File: config.mk
export PLATFORM = sky130hd
export DESIGN_NAME = tile_stream_scheduler
export DESIGN_NICKNAME = d
export VERILOG_FILES = /design/src/rtl/systolic_pkg.sv /design/src/rtl/skew_tile_buffer.sv /design/src/rtl/tile_stream_scheduler.sv
export SDC_FILE = /design/constraint.sdc
export NUM_CORES = 1
export LEC_CHECK = 0
export BUFFER_PORTS_ARGS = -buffer_cell sky130_fd_sc_hd__buf_2
export CAP_MARGIN = 40
export CORE_MARGIN = 10
export CORE_UTILIZATION = 35
export CTS_CLUSTER_SIZE = 24
export DETAILED_ROUTE_END_ITERATION = 8
export GPL_ROUTABILITY_DRIVEN = 1
export PLACE_DENSITY_LB_ADDON = 0.12
export SETUP_SLACK_MARGIN = 0.3
export SLEW_MARGIN = 20
export SYNTH_ARGS = -nofsm -noshare
export SYNTH_HDL_FRONTEND = slang
export SYNTH_SLANG_ARGS = --single-unit
File: constraint.sdc
create_clock -name clk -period 10.26 [get_ports clk]
set_input_delay 1.026 -clock clk [delete_from_list [all_inputs] [get_ports clk]]
set_output_delay 1.026 -clock clk [all_outputs]
set_load 0.05 [all_outputs]
File: src/rtl/systolic_pkg.sv
// Shared types and default sizing for the tile stream scheduler.
// Imported by the scheduler top and its tile buffer.
package systolic_pkg;

    localparam int N_DEF     = 4;
    localparam int DW_DEF    = 8;
    localparam int WW_DEF    = 16;
    localparam int AW_DEF    = 12;
    localparam int DRAIN_DEF = 4;

    typedef enum logic [2:0] {
        S_IDLE,
        S_FETCH,
        S_WLOAD,
        S_STREAM,
        S_DRAIN,
        S_FIN
    } sched_state_t;

endpackage

File: src/rtl/skew_tile_buffer.sv
// NxN pixel tile store with a row/col write port and a
// skewed read port: lane i of beat t is buf[t-i][i], else 0.
module skew_tile_buffer
    import systolic_pkg::*;
#(
    parameter int N  = N_DEF,
    parameter int DW = DW_DEF,
    localparam int RW = (N > 1) ? $clog2(N) : 1,
    localparam int TW = $clog2(2 * N)
) (
    input  logic            clk,
    input  logic            reset,
    input  logic            wr_en_i,
    input  logic [RW-1:0]   wr_row_i,
    input  logic [RW-1:0]   wr_col_i,
    input  logic [DW-1:0]   wr_data_i,
    input  logic [TW-1:0]   beat_i,
    output logic [N*DW-1:0] lanes_o
);

    logic [DW-1:0] mem_q [N][N];

    // Pixel storage, cleared on reset, written one byte per cycle.
    always_ff @(posedge clk or posedge reset) begin
        if (reset) begin
            for (int r = 0; r < N; r++) begin
                for (int c = 0; c < N; c++) begin
                    mem_q[r][c] <= '0;
                end
            end
        end else if (wr_en_i) begin
            mem_q[wr_row_i][wr_col_i] <= wr_data_i;
        end
    end

    // Diagonal read: lane i lags lane 0 by i beats, zero outside the tile.
    always_comb begin
        lanes_o = '0;
        for (int i = 0; i < N; i++) begin
            if (int'(beat_i) >= i && int'(beat_i) - i < N) begin
                lanes_o[i*DW +: DW] =
                    mem_q[RW'(int'(beat_i) - i)][RW'(i)];
            end
        end
    end

endmodule

File: src/rtl/tile_stream_scheduler.sv
// Walks an image in pixel RAM tile by tile: fetch, one-time
// weight load, skewed stream to the systolic array, drain.
module tile_stream_scheduler
    import systolic_pkg::*;
#(
    parameter int N     = N_DEF,
    parameter int DW    = DW_DEF,
    parameter int WW    = WW_DEF,
    parameter int AW    = AW_DEF,
    parameter int DRAIN = DRAIN_DEF
) (
    input  logic            clk,
    input  logic            reset,
    input  logic            start,
    input  logic [AW-5:0]   num_tiles,
    input  logic [N*WW-1:0] gain_wt,
    output logic [AW-1:0]   mem_addr,
    output logic            mem_en,
    input  logic [DW-1:0]   mem_data,
    output logic            wt_load,
    output logic [N*WW-1:0] wt_arr,
    output logic            tpu_valid,
    input  logic            tpu_ready,
    output logic [N*DW-1:0] data_arr,
    output logic            busy,
    output logic            done
);

    localparam int NN  = N * N;
    localparam int KW  = $clog2(NN + 1);
    localparam int IW  = $clog2(NN);
    localparam int RW  = (N > 1) ? $clog2(N) : 1;
    localparam int TW  = $clog2(2 * N);
    localparam int TCW = AW - 4;
    localparam int DCW = (DRAIN > 1) ? $clog2(DRAIN) : 1;

    localparam logic [KW-1:0]  K_LAST    = KW'(NN);
    localparam logic [TW-1:0]  T_LAST    = TW'(2 * N - 2);
    localparam logic [DCW-1:0] D_LAST    = DCW'(DRAIN - 1);
    localparam logic [AW-1:0]  BASE_STEP = AW'(NN);
    localparam logic [TCW-1:0] TILE_ONE  = TCW'(1);

    sched_state_t    state_q, state_d;
    logic [AW-1:0]   base_q, base_d;
    logic [KW-1:0]   k_q, k_d;
    logic [TW-1:0]   t_q, t_d;
    logic [DCW-1:0]  dc_q, dc_d;
    logic [TCW-1:0]  tile_q, tile_d;
    logic [TCW-1:0]  ntiles_q, ntiles_d;
    logic [N*WW-1:0] gain_q, gain_d;
    logic            pend_q;
    logic [IW-1:0]   pidx_q;
    logic [N*DW-1:0] buf_lanes;

    // Read data lands one cycle after issue; N is a power of two,
    // so the fetch index splits directly into row and column.
    skew_tile_buffer #(
        .N (N),
        .DW(DW)
    ) u_buf (
        .clk      (clk),
        .reset    (reset),
        .wr_en_i  (pend_q),
        .wr_row_i (pidx_q[IW-1:RW]),
        .wr_col_i (pidx_q[RW-1:0]),
        .wr_data_i(mem_data),
        .beat_i   (t_q),
        .lanes_o  (buf_lanes)
    );

    // State, counters and job latches.
    always_ff @(posedge clk or posedge reset) begin
        if (reset) begin
            state_q  <= S_IDLE;
            base_q   <= '0;
            k_q      <= '0;
            t_q      <= '0;
            dc_q     <= '0;
            tile_q   <= '0;
            ntiles_q <= '0;
            gain_q   <= '0;
            pend_q   <= 1'b0;
            pidx_q   <= '0;
        end else begin
            state_q  <= state_d;
            base_q   <= base_d;
            k_q      <= k_d;
            t_q      <= t_d;
            dc_q     <= dc_d;
            tile_q   <= tile_d;
            ntiles_q <= ntiles_d;
            gain_q   <= gain_d;
            pend_q   <= mem_en;
            pidx_q   <= k_q[IW-1:0];
        end
    end

    // Next-state sequencing and Moore outputs.
    always_comb begin
        state_d   = state_q;
        base_d    = base_q;
        k_d       = k_q;
        t_d       = t_q;
        dc_d      = dc_q;
        tile_d    = tile_q;
        ntiles_d  = ntiles_q;
        gain_d    = gain_q;
        mem_en    = 1'b0;
        mem_addr  = '0;
        wt_load   = 1'b0;
        wt_arr    = '0;
        tpu_valid = 1'b0;
        data_arr  = '0;
        busy      = (state_q != S_IDLE);
        done      = 1'b0;
        unique case (state_q)
            S_IDLE: begin
                if (start) begin
                    ntiles_d = num_tiles;
                    gain_d   = gain_wt;
                    base_d   = '0;
                    tile_d   = '0;
                    k_d      = '0;
                    state_d  = (num_tiles == '0) ? S_FIN : S_FETCH;
                end
            end
            S_FETCH: begin
                if (k_q == K_LAST) begin
                    k_d     = '0;
                    t_d     = '0;
                    state_d = (tile_q == '0) ? S_WLOAD : S_STREAM;
                end else begin
                    mem_en   = 1'b1;
                    mem_addr = base_q + AW'(k_q);
                    k_d      = k_q + KW'(1);
                end
            end
            S_WLOAD: begin
                wt_load = 1'b1;
                wt_arr  = gain_q;
                state_d = S_STREAM;
            end
            S_STREAM: begin
                tpu_valid = 1'b1;
                data_arr  = buf_lanes;
                if (tpu_ready) begin
                    if (t_q == T_LAST) begin
                        dc_d    = '0;
                        state_d = S_DRAIN;
                    end else begin
                        t_d = t_q + TW'(1);
                    end
                end
            end
            S_DRAIN: begin
                if (dc_q == D_LAST) begin
                    tile_d  = tile_q + TILE_ONE;
                    base_d  = base_q + BASE_STEP;
                    state_d = (tile_q + TILE_ONE == ntiles_q)
                              ? S_FIN : S_FETCH;
                end else begin
                    dc_d = dc_q + DCW'(1);
                end
            end
            S_FIN: begin
                done    = 1'b1;
                state_d = S_IDLE;
            end
            default: state_d = S_IDLE;
        endcase
    end

endmodule

Word-level counts from Yosys, hierarchy flattened. Cells that the tools add are included.

Word-level logic and storage cells: 137. Output and inout bits: 113. Input port bits: 84. Bits in registers: 238.

Muxes and demuxes: 50. Add/subtract/negate cells: 9. Order comparisons: 13. Eq/ne operators: 16. Reductions and logical operators: 19. Bitwise logic cells: 4.

Operators by type and width (number): $bmux W32 S2 (2); $bwmux W128 (1); $mux W32 (4); $lt A32 B4 Y1 const B (3); $demux W32 S2 (1); $mux W64 (1); $mux W8 (7); $mux W12 (4); $mux W24 (2); $mux W3 (10); $pmux W12 S2 (1); $demux W8 S2 (1); $logic_not A8 Y1 (2); $pmux W8 S2 (1); $pmux W3 S5 (1); $ne A2 B2 Y1 const B (7); $add A12 B5 Y12 (1); $add A12 B5 Y12 const B (1); $mux W5 (2); $pmux W5 S2 (1); $eq A3 B3 Y1 const B (3); $add A8 B1 Y8 const B (1); $eq A8 B8 Y1 (1); $reduce_and A4 Y1 (2); other kinds (28) (51).

Longest topological paths before layout. Gate-level depths: netlist of the first run.

Word-level depth: 8. Gate-level depth with buffers: 9. Depth with buffers taken out: 8.

By module. From an unflattened synthesis of the first run, not the netlist that was laid out.

Cell total of the unflattened synthesis: 714. Area total of the unflattened synthesis: 8575.7 um^2.

Modules (own cells, without submodules): tile_stream_scheduler (cells an instance 509, sequential area each 2652.5 um^2, area an instance 5454.0 um^2, instances 1); skew_tile_buffer (cells an instance 205, sequential area each 1601.5 um^2, area an instance 3121.7 um^2, instances 1).

Least setup slack after synthesis of the first run. Ideal clock, no wire load.

Path kind: reg-to-output. Start point: reg t_q[0]. End point: out data_arr[10]. Cell stages (with the launch flop): 8. Slack: 6.766 ns. Path buffers: 3. Data arrival time: 2.468 ns. Required time: 9.234 ns. Cells stage by stage: dfrtp_1 -> buf_2 -> buf_2 -> inv_1 -> ha_1 -> buf_2 -> mux4_2 -> nor2b_1.

Word-level cells in the longest chain between the ends: 7. Elaborated cells on any way between the ends: 10. Those cells by class: add/sub: 1; order compare: 2; mux: 5; bitwise: 1; reduce/logical: 1.

Ends and longest elaborated chain: start: declaration (RTL line tile_stream_scheduler.sv:46) `logic [TW-1:0] t_q, t_d;`; start signal: assignment (RTL line tile_stream_scheduler.sv:88) `t_q <= t_d;`; branches (longest 5 deep; another with $lt A32 B4 Y1); $mux W8 * (RTL line skew_tile_buffer.sv:40) `if (int'(beat_i) >= i && int'(beat_i) - i < N) begin`; $mux W32 * (RTL line tile_stream_scheduler.sv:116) `unique case (state_q)`; end: declaration (RTL line tile_stream_scheduler.sv:24) `output logic [N*DW-1:0] data_arr,`.

Mark *: on every way between the ends. The select of a mux whose other input is x is not followed.

Worst setup path in the final report of the first run. Same ends and word-level chain as after synthesis.

==> Flow_metrics.wiki, run 1 <==
{| class="wikitable"
! Metric !! Value
|-
| Run status || completed
|-
| Number of buffers added for setup after CTS || 0
|-
| Number of slew-limit violations in the final report || 0
|-
| Mean area per synthesized cell || 12.5 um2
|-
| Residual antenna-violating net count after detailed routing || 0
|-
| Combinational Power Share || 0.370
|-
| Total cell area at the placement stage || 9470 um2
|-
| I/O pins || about 200
|-
| Power per cell area || 293 nW/um2
|-
| Average wire per cell in the routed design || 17.6 um
|-
| Largest fanout on the critical path || 13
|-
| Unique masters post-synth || 52
|-
| Clock-pin transition on the worst setup and hold timing paths || roughly 0.060 ns
|-
| Setup TNS || 0 ns
|-
| Unrepaired setup endpoints after global routing || no
|-
| Post-Synthesis Cell Area || 8250 um2
|-
| Total die area || 30100 um2
|-
| Post-route cell area || 10100 um2
|-
| Net switching share of the total power || 0.369
|-
| Hold Startpoint || k_q[0]
|-
| Worst-skew pair later-pin latency || approximately 0.43 ns
|-
| Sinks on the clock net || 170
|-
| Minimum period implied by the final worst setup slack || 4.08 ns
|-
| Number of max-cap violations || 0
|-
| Starting density of the core || 0.353
|-
| Peak ir drop on the vdd network || around 0.12 mV
|-
| Async S/R FF share, synth || 1.00
|-
| Number of vias per cell || approximately 4.8
|-
| Hold EP || pidx_q[0]
|-
| Dominant combinational cell family by area after synthesis || multiplexers
|-
| Net switching component of the power || 1.09 mW
|-
| Cell count after placement || 1135
|-
| Top_reg_cell synth || dfrtp_1
|-
| Actual transition at the worst max-transition pin || 0.770 ns
|-
| Clock tree buffer depth || 2
|-
| Wire length of the first global-routing pass || around 34000 um
|-
| CTS tree || built
|-
| Clock root buffer || clkbuf_16
|-
| Core Footprint || 23300 um2
|-
| Portion of the post-synthesis area used by sequential elements || 0.516
|-
| Crit-path cells || buf_8 > inv_1 > ha_1 > mux4_2 > nor2b_1 > buf_2
|-
| Leakage power || 4.80 nW
|-
| Worst hold path class || reg -> reg
|-
| Top area cells in the synthesized netlist || dfrtp_1 (52%), mux2_2 (19%), and2_1 (5.2%)
|-
| DPL Wire Length || ~15000 um
|-
| FF-to-FF path depth || 5
|-
| DRC marker count from the first detailed-route iteration || 227
|-
| Yosys Warn Count || 0
|-
| Most used standard cell by instance count after synthesis || dfrtp_1
|-
| Ratio of cells with drive above 1 in the final layout || 0.455
|-
| Xor/xnor share of the synthesized area || 0.0250
|-
| Number of buffer and inverter stages on the critical path || 3
|-
| Cell count after synthesis || 658
|-
| First drt pass iteration count || 4
|-
| Pin count of the biggest net entering global routing || 67
|-
| Area share of the leading cell type in the synthesized netlist || 0.516
|-
| Synth-to-Final Area Change || 22.1%
|-
| Fin util || 0.432
|-
| Cell-internal power || 1.86 mW
|-
| Die W || 174 um
|-
| Hold-critical path depth || 0
|-
| Relative slew slack || 0.484
|-
| Drt total wl || between 20000 and 25000 um
|-
| Aggregate global-route resource usage || 0.137
|-
| Hold violation total from the final report || 0
|-
| Cell Rows || between 50 and 60
|-
| Critical path capture point type || output pin
|-
| Number of enable flip-flop cells after synthesis || 0
|-
| Number of synthesized register bits || 170
|-
| Residual DRC || 0
|-
| Final-stage net count || 932
|-
| Buffers added on ports || 180
|-
| Count of hold-fix buffers inserted at cts || 0
|-
| Maximum single-stage delay on the critical path || approximately 0.71 ns
|-
| Number of gates given a new drive strength after cts || 0
|-
| Multiplexer fraction of the synthesized cell area || 0.231
|-
| Kind of cell adding the most delay to the critical path || flip-flops
|-
| Routability congestion estimate || 0.796
|-
| Largest area contributor in the netlist || dfrtp_1
|-
| CP Data Required Time || 9.23 ns
|-
| Initial antenna violation count || 1
|-
| Final non-filler cell total || 1168
|-
| Clock Skew || 0.0176 ns
|-
| Synthesized-area fraction occupied by ao, oa, aoi and oai cells || 0.0370
|-
| Source of the worst register-to-register timing path || state_q[0]
|-
| Top cell types by occurrence after synthesis || dfrtp_1 (170), mux2_2 (136), and2_1 (68)
|-
| Clock Power Share || 0.222
|-
| Adder-cell share of the synthesized area || 0.0182
|-
| Total gr overflow || 0
|-
| Element type at the critical path start || flop
|-
| Vias || 5565
|-
| Arrival time reported for the critical path endpoint || 3.05 ns
|-
| Terminus of the critical flop-to-flop path || gain_q[41]
|-
| Basic-gate share of the synthesized area counting and, or, nand and nor cells || 0.134
|-
| Fmax achieved || ~0.25 GHz
|-
| Number of levels the H-tree was split into || 4
|-
| Cell with the biggest individual delay on the critical path || dfrtp_1
|-
| Number of global-route vias before repair || 6229
|-
| Die Y-Extent || around 170 um
|-
| Endpoints failing setup || 0
|-
| Share of total power in sequential cells || 0.408
|-
| Crit path kind || reg -> out
|-
| R2r setup slk || 8.01 ns
|-
| CTS Buf Count || 17
|-
| Period utilization || 0.398
|}
logic make-up after synthesis:
logic type | Yosys count
AO/OA/AOI/OAI | 51
multiplexers | 153
buffers and inverters | 58
AND/OR/NAND/NOR | 191
XOR/XNOR | 22
other | 1
flip-flops | 170
adder cells (fa/ha/maj) | 12
cell usage in the layout, fill, tap and decap left out, drive strengths merged, types with 2 or more instances in the layout:
cell,n
nor2,32
and2,68
inv,18
nor4b,2
nor2b,10
nor3b,5
nand2,26
nor4,2
mux2,136
mux4,16
clkinvlp,3
o21ai,25
or3,2
a21oi,7
o31ai,2
a31oi,5
clkbuf,18
buf,191
xor2,13
a22o,4
ha,12
and3,11
nand2b,3
nor3,8
xnor2,8
nand4,6
conb,16
a211oi,3
dfrtp,170
nand3,11
bufinv,2
sequential cells by signal, indices dropped and copies added (netlist names):
register     count
pidx_q           4
gain_q          64
dc_q             2
state_q          3
t_q              3
pend_q           1
base_q           8
u_buf.mem_q     64
ntiles_q         8
k_q              5
tile_q           8
power groups by stage:
stage | Combinational [mW] | Clock (mW) | Sequential, mW
floorplan | 0.934 | 0 | 1.12
global placement | 1.05 | 0 | 1.21
detailed placement | 1.11 | 0 | 1.21
CTS | 1.11 | 0.676 | 1.21
global route | 1.19 | 0.709 | 1.25
finish | 1.09 | 0.656 | 1.20
per-stage QoR:
step	setup slack, ns	hold WS, ns	power, mW
floorplan	4.63	0.417	2.05
global placement	6.21	0.455	2.27
detailed placement	6.57	0.463	2.32
CTS	6.10	0.476	2.99
global route	5.93	0.498	3.15
finish	6.18	0.479	2.95
layout make-up:
| class | instances | area, um2 |
|---|---|---|
| diodes | 1 | 2.50 |
| multi-input cells | 445 | 3730 |
| fillers | 2209 | 13300 |
| repair buffers | 191 | 1050 |
| clock buffers | 18 | 429 |
| well taps | 319 | 399 |
| inverters | 11 | 46.3 |
| clock inverters | 13 | 160 |
| flip-flops and latches | 170 | 4250 |
per-layer routing:
metal | vias to the layer above | global-route usage | wire (um)
met5 | - | 0 | 13
met3 | 11 | 0.0712 | 2100
met4 | 2 | 0.0309 | 150
met2 | 166 | 0.207 | 9250
li1 | 2640 | - | -
met1 | 2746 | 0.170 | 9030
worst max-delay path by stage:
stage	start	endpoint	depth (start not counted)
finish	t_q[0]	data_arr[10]	6
global route	t_q[0]	data_arr[10]	6
CTS	t_q[0]	data_arr[10]	6
detailed placement	t_q[0]	data_arr[10]	6
global placement	t_q[0]	data_arr[10]	6
floorplan	reset	base_q[10]	1
(Power assumes the default switching activity.)
==> inputs of run 2 (changes only) <==
==> constraint.sdc (replaced) <==
create_clock -name clk -period 4.2 [get_ports clk]
set_input_delay 0.42 -clock clk [delete_from_list [all_inputs] [get_ports clk]]
set_output_delay 0.42 -clock clk [all_outputs]
set_load 0.05 [all_outputs]
==> run 2 against run 1 <==
Clock skew is 0.0014 ns lower. Sequential power is 140% higher. Sequential cell count stayed put. Critical path type unchanged. Worst setup slack worse by 5.3 ns. Cell area is 0.55% lower.
==> Flow_metrics.wiki, run 2 (same netlist as run 1, synthesis figures left out) <==
{| class="wikitable"
! Metric !! Value
|-
| Ratio of cells with drive above 1 in the final layout || 0.456 (+0.00118)
|-
| Number of slew-limit violations in the final report || 0 (unchanged)
|-
| Maximum single-stage delay on the critical path || 0.68 ns (-0.03 ns)
|-
| DPL Wire Length || 14700 um (-1.1%)
|-
| Starting density of the core || 0.353 (unchanged)
|-
| Worst-skew pair later-pin latency || 0.43 ns (about the same)
|-
| CTS Buf Count || 17 (unchanged)
|-
| DRC marker count from the first detailed-route iteration || 231 (+1.8%)
|-
| Clock Skew || 0.0163 ns (-0.00136 ns)
|-
| Arrival time reported for the critical path endpoint || 2.87 ns (-0.18 ns)
|-
| Largest regs || gain_q: 64 flops, u_buf.mem_q: 64 flops
|-
| Buffers added on ports || 180 (unchanged)
|-
| Die Y-Extent || 174 um (unchanged)
|-
| I/O pins || 197 (unchanged)
|-
| Clock-pin transition on the worst setup and hold timing paths || 0.08 ns (+0.02 ns)
|-
| Crit path kind || reg -> out
|-
| R2r setup slk || 1.86 ns (-6.15 ns)
|-
| Core Footprint || 23300 um2 (unchanged)
|-
| Number of gates given a new drive strength after cts || 0 (unchanged)
|-
| Relative slew slack || 0.381 (-0.103)
|-
| Most frequent cells in the layout || buf_2 (181), dfrtp_1 (170), mux2_2 (136)
|-
| Hold violation total from the final report || 0 (unchanged)
|-
| Run status || completed
|-
| Wire length of the first global-routing pass || 33500 um (-0.49%)
|-
| Hold Startpoint || gain_wt[33]
|-
| Number of max-cap violations || 0 (unchanged)
|-
| Element type at the critical path start || flop
|-
| Minimum period implied by the final worst setup slack || 3.29 ns
|-
| Die W || 174 um (unchanged)
|-
| Count of hold-fix buffers inserted at cts || 0 (unchanged)
|-
| Crit-path cells || inv_1 > ha_1 > mux4_2 > nor2b_1 > buf_2
|-
| Leading cell type in the layout, fill and taps excluded || buf_2
|-
| Worst hold path class || in -> reg
|-
| Aggregate global-route resource usage || 0.138 (+0.00123)
|-
| Source of the worst register-to-register timing path || k_q[0]
|-
| Number of vias per cell || 4.78 (+0.36%)
|-
| Pin count of the biggest net entering global routing || 171 (+160%)
|-
| Fmax achieved || 0.304 GHz
|-
| Synth-to-Final Area Change || 21.5%
|-
| Setup TNS || 0 ns (unchanged)
|-
| Number of levels the H-tree was split into || 4 (unchanged)
|-
| Vias || 5585 (+0.36%)
|-
| Cell Rows || 56 (unchanged)
|-
| Terminus of the critical flop-to-flop path || state_q[2]
|-
| Residual antenna-violating net count after detailed routing || 0 (unchanged)
|-
| Final-stage net count || 931 (-0.11%)
|-
| CTS tree || built
|-
| Sinks on the clock net || 170 (unchanged)
|-
| Largest fanout on the critical path || 12 (-1)
|-
| Hold EP || gain_q[33]
|-
| Fill cell instance count of the final layout || 2243 (+1.5%)
|-
| Cell with the biggest individual delay on the critical path || dfrtp_1
|-
| Peak ir drop on the vdd network || 0.368 mV (+200%)
|-
| Number of buffers added for setup after CTS || 0 (unchanged)
|-
| Fin util || 0.429 (-0.00236)
|-
| CP Data Required Time || 3.78 ns (-5.45 ns)
|-
| Initial antenna violation count || 6 (+5)
|-
| Hold-critical path depth || 2 (+2)
|-
| Unrepaired setup endpoints after global routing || no
|-
| Period utilization || 0.783
|-
| Critical path capture point type || output pin
|-
| Drt total wl || 20700 um (+0.95%)
|-
| Clock tree buffer depth || 2 (unchanged)
|-
| Actual transition at the worst max-transition pin || 0.929 ns (+0.159 ns)
|-
| Average wire per cell in the routed design || 17.8 um (+0.95%)
|-
| Residual DRC || 0 (unchanged)
|-
| Total die area || 30100 um2 (unchanged)
|-
| Endpoints failing setup || 0 (unchanged)
|-
| Total gr overflow || 0 (unchanged)
|-
| First drt pass iteration count || 6 (+2)
|-
| Routability congestion estimate || 0.774 (-2.7%)
|-
| FF-to-FF path depth || 8 (+3)
|-
| Leakage power || 4.78 nW (-0.58%)
|-
| Clock root buffer || clkbuf_16
|-
| Number of global-route vias before repair || 6141 (-1.4%)
|-
| Power per cell area || 713 nW/um2 (+140%)
|}
-- run 2: cell types whose count changed in the layout (fill, tap and decap cells not counted), sizes merged --
cell,before,now
clkinvlp,3,4
inv,18,15
bufinv,2,0
buf,191,190
clkbuf,18,19
clkinv,1,5
-- run 2: through the flow --
step / power, mW / area, um2 / hold slack [ns] / cells / setup WS, ns
final: 7.15 / 10000 / 0.216 / 1168 / 0.913
after global routing: 7.63 / 10000 / 0.199 / 1167 / 0.677
after CTS: 7.25 / 10000 / 0.197 / 1166 / 0.836
after detailed placement: 5.66 / 9410 / 0.480 / 1134 / 1.31
after global placement: 5.55 / 9380 / 0.461 / 1130 / 1.21
after floorplan: 5.01 / 8310 / 0.417 / 673 / 1.31
-- run 2: worst max-delay path, delay by kind of cell (launching register included) --
family,cells,cell delay [ns]
DFF,1,0.68
adders and majority gates,1,0.64
muxes,1,0.56
buffers and inverters,2,0.39
and+or+nand+nor,1,0.17
-- run 2: worst max path at each step --
stage,startpoint,end,slack [ns],cells after the start
after floorplan,t_q[0],data_arr[10],1.31,7
after global placement,t_q[1],data_arr[12],1.21,6
after detailed placement,t_q[1],data_arr[12],1.31,5
after CTS,t_q[1],data_arr[12],0.84,5
after global routing,t_q[1],data_arr[12],0.68,5
final,t_q[1],data_arr[12],0.91,5
-- run 2: layer usage --
layer | track usage | up-vias | share of wire | routed length [um]
met5 | 0 | - | 0.0033 | 68
met2 | 0.216 | 174 | 0.46 | 9510
met3 | 0.0791 | 22 | 0.11 | 2220
met4 | 0.0309 | 10 | 0.0084 | 174
li1 | - | 2620 | - | -
met1 | 0.161 | 2759 | 0.42 | 8770
-- run 2: layout make-up --
| type | count | area (um2) | share of cell area |
|---|---|---|---|
| Antenna cell | 1 | 2.50 | 0.000250 |
| Sequential cell | 170 | 4250 | 0.425 |
| Tap cell | 319 | 399 | 0.0398 |
| Clock buffer | 19 | 453 | 0.0452 |
| Multi-Input combinational cell | 445 | 3730 | 0.373 |
| Timing Repair Buffer | 190 | 998 | 0.0997 |
| Clock inverter | 13 | 133 | 0.0132 |
| Inverter | 11 | 45.0 | 0.00450 |
-- run 2: report_power, final --
group | total [mW] | internal [mW] | leakage (nW) | switching (mW)
registers | 2.93 | 2.40 | 2.11 | 0.539
logic | 2.68 | 1.25 | 2.39 | 1.43
clock network | 1.53 | 0.817 | 0.278 | 0.716
==> inputs of run 3 (changes only) <==
--- a/config.mk
+++ b/config.mk
@@ -5,6 +5,7 @@
 export SDC_FILE = /design/constraint.sdc
 export NUM_CORES = 1
 export LEC_CHECK = 0
+export ABC_AREA = 1
 export BUFFER_PORTS_ARGS = -buffer_cell sky130_fd_sc_hd__buf_2
 export CAP_MARGIN = 40
 export CORE_MARGIN = 10
==> constraint.sdc (replaced) <==
create_clock -name clk -period 3.4 [get_ports clk]
set_input_delay 0.34 -clock clk [delete_from_list [all_inputs] [get_ports clk]]
set_output_delay 0.34 -clock clk [all_outputs]
set_load 0.05 [all_outputs]
==> run 3 against run 2 <==
Wire length rose by 13%. Critical endpoint is now data_arr[10]. Sequential share of layout area barely moved. Largest cell class unchanged. Die area barely moved. Worst setup slack got worse by 0.49 ns. Cell area rose by 0.14%. Combinational power rose by 37%.
==> Flow_metrics.wiki, run 3 <==
{| class="wikitable"
! Metric !! Value
|-
| Run status || completed
|-
| Portion of the post-synthesis area used by sequential elements || 0.515 (about the same)
|-
| Relative slew slack || 0.505 (+0.124)
|-
| Residual DRC || 0 (unchanged)
|-
| Peak ir drop on the vdd network || 0.540 mV (+47%)
|-
| Ratio of cells with drive above 1 in the final layout || 0.207 (-0.249)
|-
| First drt pass iteration count || 5 (-1)
|-
| Combinational Power Share || 0.412 (+0.037)
|-
| CTS Buf Count || 17 (unchanged)
|-
| Aggregate global-route resource usage || 0.157 (+0.0191)
|-
| I/O pins || 197 (unchanged)
|-
| Clock root buffer || clkbuf_16
|-
| Total die area || 30100 um2 (about the same)
|-
| Initial antenna violation count || 2 (-4)
|-
| Cell count after synthesis || 1029 (+56%)
|-
| Top area cells in the synthesized netlist || dfrtp_1 (52%), nand2_1 (9.6%), o21ai_0 (9.5%)
|-
| Largest fanout on the critical path || 12 (unchanged)
|-
| Number of enable flip-flop cells after synthesis || 0 (unchanged)
|-
| Power per cell area || 891 nW/um2 (+25%)
|-
| Routability congestion estimate || 0.794 (+2.5%)
|-
| Most frequent cells in the layout || nand2_1 (211), buf_2 (180), dfrtp_1 (169)
|-
| Hold-critical path depth || 3 (+1)
|-
| Number of vias per cell || 4.54 (-5.1%)
|-
| Arrival time reported for the critical path endpoint || 2.63 ns (-0.24 ns)
|-
| Total cell area at the placement stage || 9400 um2 (about the same)
|-
| Total gr overflow || 0 (unchanged)
|-
| Synth-to-Final Area Change || 21.6% (about the same)
|-
| Cell Rows || 56 (unchanged)
|-
| Number of max-cap violations || 0 (unchanged)
|-
| Period utilization || 0.874
|-
| Minimum period implied by the final worst setup slack || between 2 and 3 ns
|-
| Buffers added on ports || 180 (unchanged)
|-
| Worst setup path startpoint || t_q[1]
|-
| Net switching component of the power || 3.95 mW (+47%)
|-
| Clock Skew || 0.0136 ns (-0.00269 ns)
|-
| Number of synthesized register bits || 170 (unchanged)
|-
| Leakage power || 5.13 nW (+7.5%)
|-
| Area share of the leading cell type in the synthesized netlist || 0.515 (about the same)
|-
| Share of total power in sequential cells || 0.359 (-0.052)
|-
| Number of buffers added for setup after CTS || 0 (unchanged)
|-
| Residual antenna-violating net count after detailed routing || 0 (unchanged)
|-
| Yosys Warn Count || 0 (unchanged)
|-
| Fin util || 0.430 (+0.000590)
|-
| Actual transition at the worst max-transition pin || 0.739 ns (-0.190 ns)
|-
| Power, Total || 8.93 mW (+25%)
|-
| Most used standard cell by instance count after synthesis || nand2_1
|-
| FF-to-FF path depth || 8 (unchanged)
|-
| Vias || 6946 (+24%)
|-
| Crit-path cells || inv_2 > ha_2 > ha_1 > o211ai_1 > a21oi_1 > buf_2
|-
| Sinks on the clock net || 170 (unchanged)
|-
| Number of buffer and inverter stages on the critical path || 2 (unchanged)
|-
| Die Y-Extent || 174 um (about the same)
|-
| Critical path capture point type || output pin
|-
| Number of levels the H-tree was split into || 4 (unchanged)
|-
| Async S/R FF share, synth || 1.00 (unchanged)
|-
| Number of slew-limit violations in the final report || 0 (unchanged)
|-
| DPL Wire Length || 17400 um (+18%)
|-
| Crit path kind || reg -> out
|-
| Worst slack on hold paths || 0.110 ns (-0.107 ns)
|-
| Mean area per synthesized cell || 8.02 um2 (-36%)
|-
| Clock tree buffer depth || 2 (unchanged)
|-
| Clock-pin transition on the worst setup and hold timing paths || 0.08 ns (about the same)
|-
| Pin count of the biggest net entering global routing || 77 (-55%)
|-
| Kind of cell adding the most delay to the critical path || compound AO/OA/AOI/OAI gates
|-
| Wire length of the first global-routing pass || 38700 um (+15%)
|-
| Post-route cell area || 10000 um2 (+0.14%)
|-
| Leading cell type in the layout, fill and taps excluded || nand2_1
|-
| Maximum single-stage delay on the critical path || 0.62 ns (-0.06 ns)
|-
| Terminus of the critical flop-to-flop path || gain_q[41]
|-
| Post-Synthesis Cell Area || 8250 um2 (about the same)
|-
| DRC marker count from the first detailed-route iteration || 376 (+63%)
|-
| Cell with the biggest individual delay on the critical path || o211ai_1
|-
| Worst-skew pair later-pin latency || 0.43 ns (about the same)
|-
| Unique masters post-synth || 40 (-23%)
|-
| CP Data Required Time || 3.06 ns (-0.72 ns)
|-
| CTS tree || built
|-
| Source of the worst register-to-register timing path || state_q[0]
|-
| Core Footprint || 23300 um2 (unchanged)
|-
| Clock Power Share || 0.228 (+0.013)
|-
| Fmax achieved || approximately 0.34 GHz
|-
| Number of global-route vias before repair || 7138 (+16%)
|-
| Largest regs || gain_q: 64 flops, u_buf.mem_q: 64 flops
|-
| Final-stage net count || 1294 (+39%)
|-
| Average wire per cell in the routed design || 15.3 um (-14%)
|-
| Top cell types by occurrence after synthesis || nand2_1 (211), dfrtp_1 (170), o21ai_0 (156)
|-
| Worst hold path class || in -> reg
|-
| Hold Startpoint || gain_wt[56]
|-
| Top_reg_cell synth || dfrtp_1
|-
| Hold violation total from the final report || 0 (unchanged)
|-
| Hold EP || gain_q[56]
|-
| Cell-internal power || 4.98 mW (+12%)
|-
| Largest area contributor in the netlist || dfrtp_1
|-
| Setup TNS || 0 ns (unchanged)
|-
| Die W || 174 um (about the same)
|-
| Element type at the critical path start || flop
|-
| R2r setup slk || 1.31 ns (-0.55 ns)
|-
| Net switching share of the total power || 0.442 (+0.0672)
|-
| Starting density of the core || 0.354 (about the same)
|-
| Unrepaired setup endpoints after global routing || no
|-
| Drt total wl || 23400 um (+13%)
|-
| Endpoints failing setup || 0 (unchanged)
|}
-- run 3: changes by cell type after synthesis, sizes merged, moves of 68 or more --
cell	change
and2	-68
inv	+123
mux2	-136
nand2	+189
nor2	+119
o21ai	+153
-- run 3: worst min-delay path: stages --
cell	delay [ns]
buf_2	0.07
nand2_1	0.04
o21ai_0	0.05
-- run 3: kinds of logic after synthesis --
group / Yosys count / synth area share
buffers and inverters: 192 / 0.106
xor gates and xnor gates: 3 / 0.00318
other: 1 / 0.000454
adders and majority gates: 12 / 0.0182
and+or+nand+nor: 412 / 0.209
DFF: 170 / 0.515
AOI/OAI and AO/OA: 239 / 0.148
-- run 3: cell type report --
class	instances	area, um2
well taps	319	399
multi-input cells	682	3190
repair buffers	192	1060
clock inverters	13	181
flip-flops and latches	170	4260
clock buffers	18	429
fillers	2440	13300
diodes	1	2.50
inverters	135	514
-- run 3: layer usage --
layer	global-route usage	wire, um	vias up
met2	0.250	10700	161
met5	0	0	-
met1	0.199	10700	3194
met3	0.0562	1670	19
met4	0.0406	312	0
li1	-	-	3572
-- run 3: power by group through the flow --
stage / logic, mW / registers, mW / clock network [mW]
4_1_cts: 3.73 / 3.21 / 2.11
5_1_grt: 4.17 / 3.30 / 2.20
2_1_floorplan: 2.94 / 3.13 / 0
3_5_place_dp: 3.72 / 3.24 / 0
6_report: 3.68 / 3.21 / 2.04
3_3_place_gp: 3.66 / 3.22 / 0
-- run 3: worst max path at each step --
stage | slack [ns] | endpoint | depth (start not counted)
after global routing | 0.32 | data_arr[10] | 6
after global placement | 0.64 | data_arr[10] | 7
after detailed placement | 0.60 | data_arr[10] | 7
after floorplan | 0.37 | wt_arr[10] | 5
final | 0.43 | data_arr[10] | 6
after CTS | 0.40 | data_arr[10] | 7
-- run 3: repair_timing --
| action | 4_1_cts | 5_1_grt |
|---|---|---|
| hold buffers | 1 | 0 |
| endpoints found under the setup margin | 8 | 1 |
| endpoints found under the hold margin | 3 | 0 |
| resized for setup | 2 | 1 |
-- run 3: stage by stage --
| step | cells | setup slack (ns) |
|---|---|---|
| after floorplan | 1044 | 0.372 |
| after global placement | 1494 | 0.642 |
| after detailed placement | 1497 | 0.597 |
| after CTS | 1529 | 0.402 |
| after global routing | 1529 | 0.324 |
| final | 1530 | 0.427 |
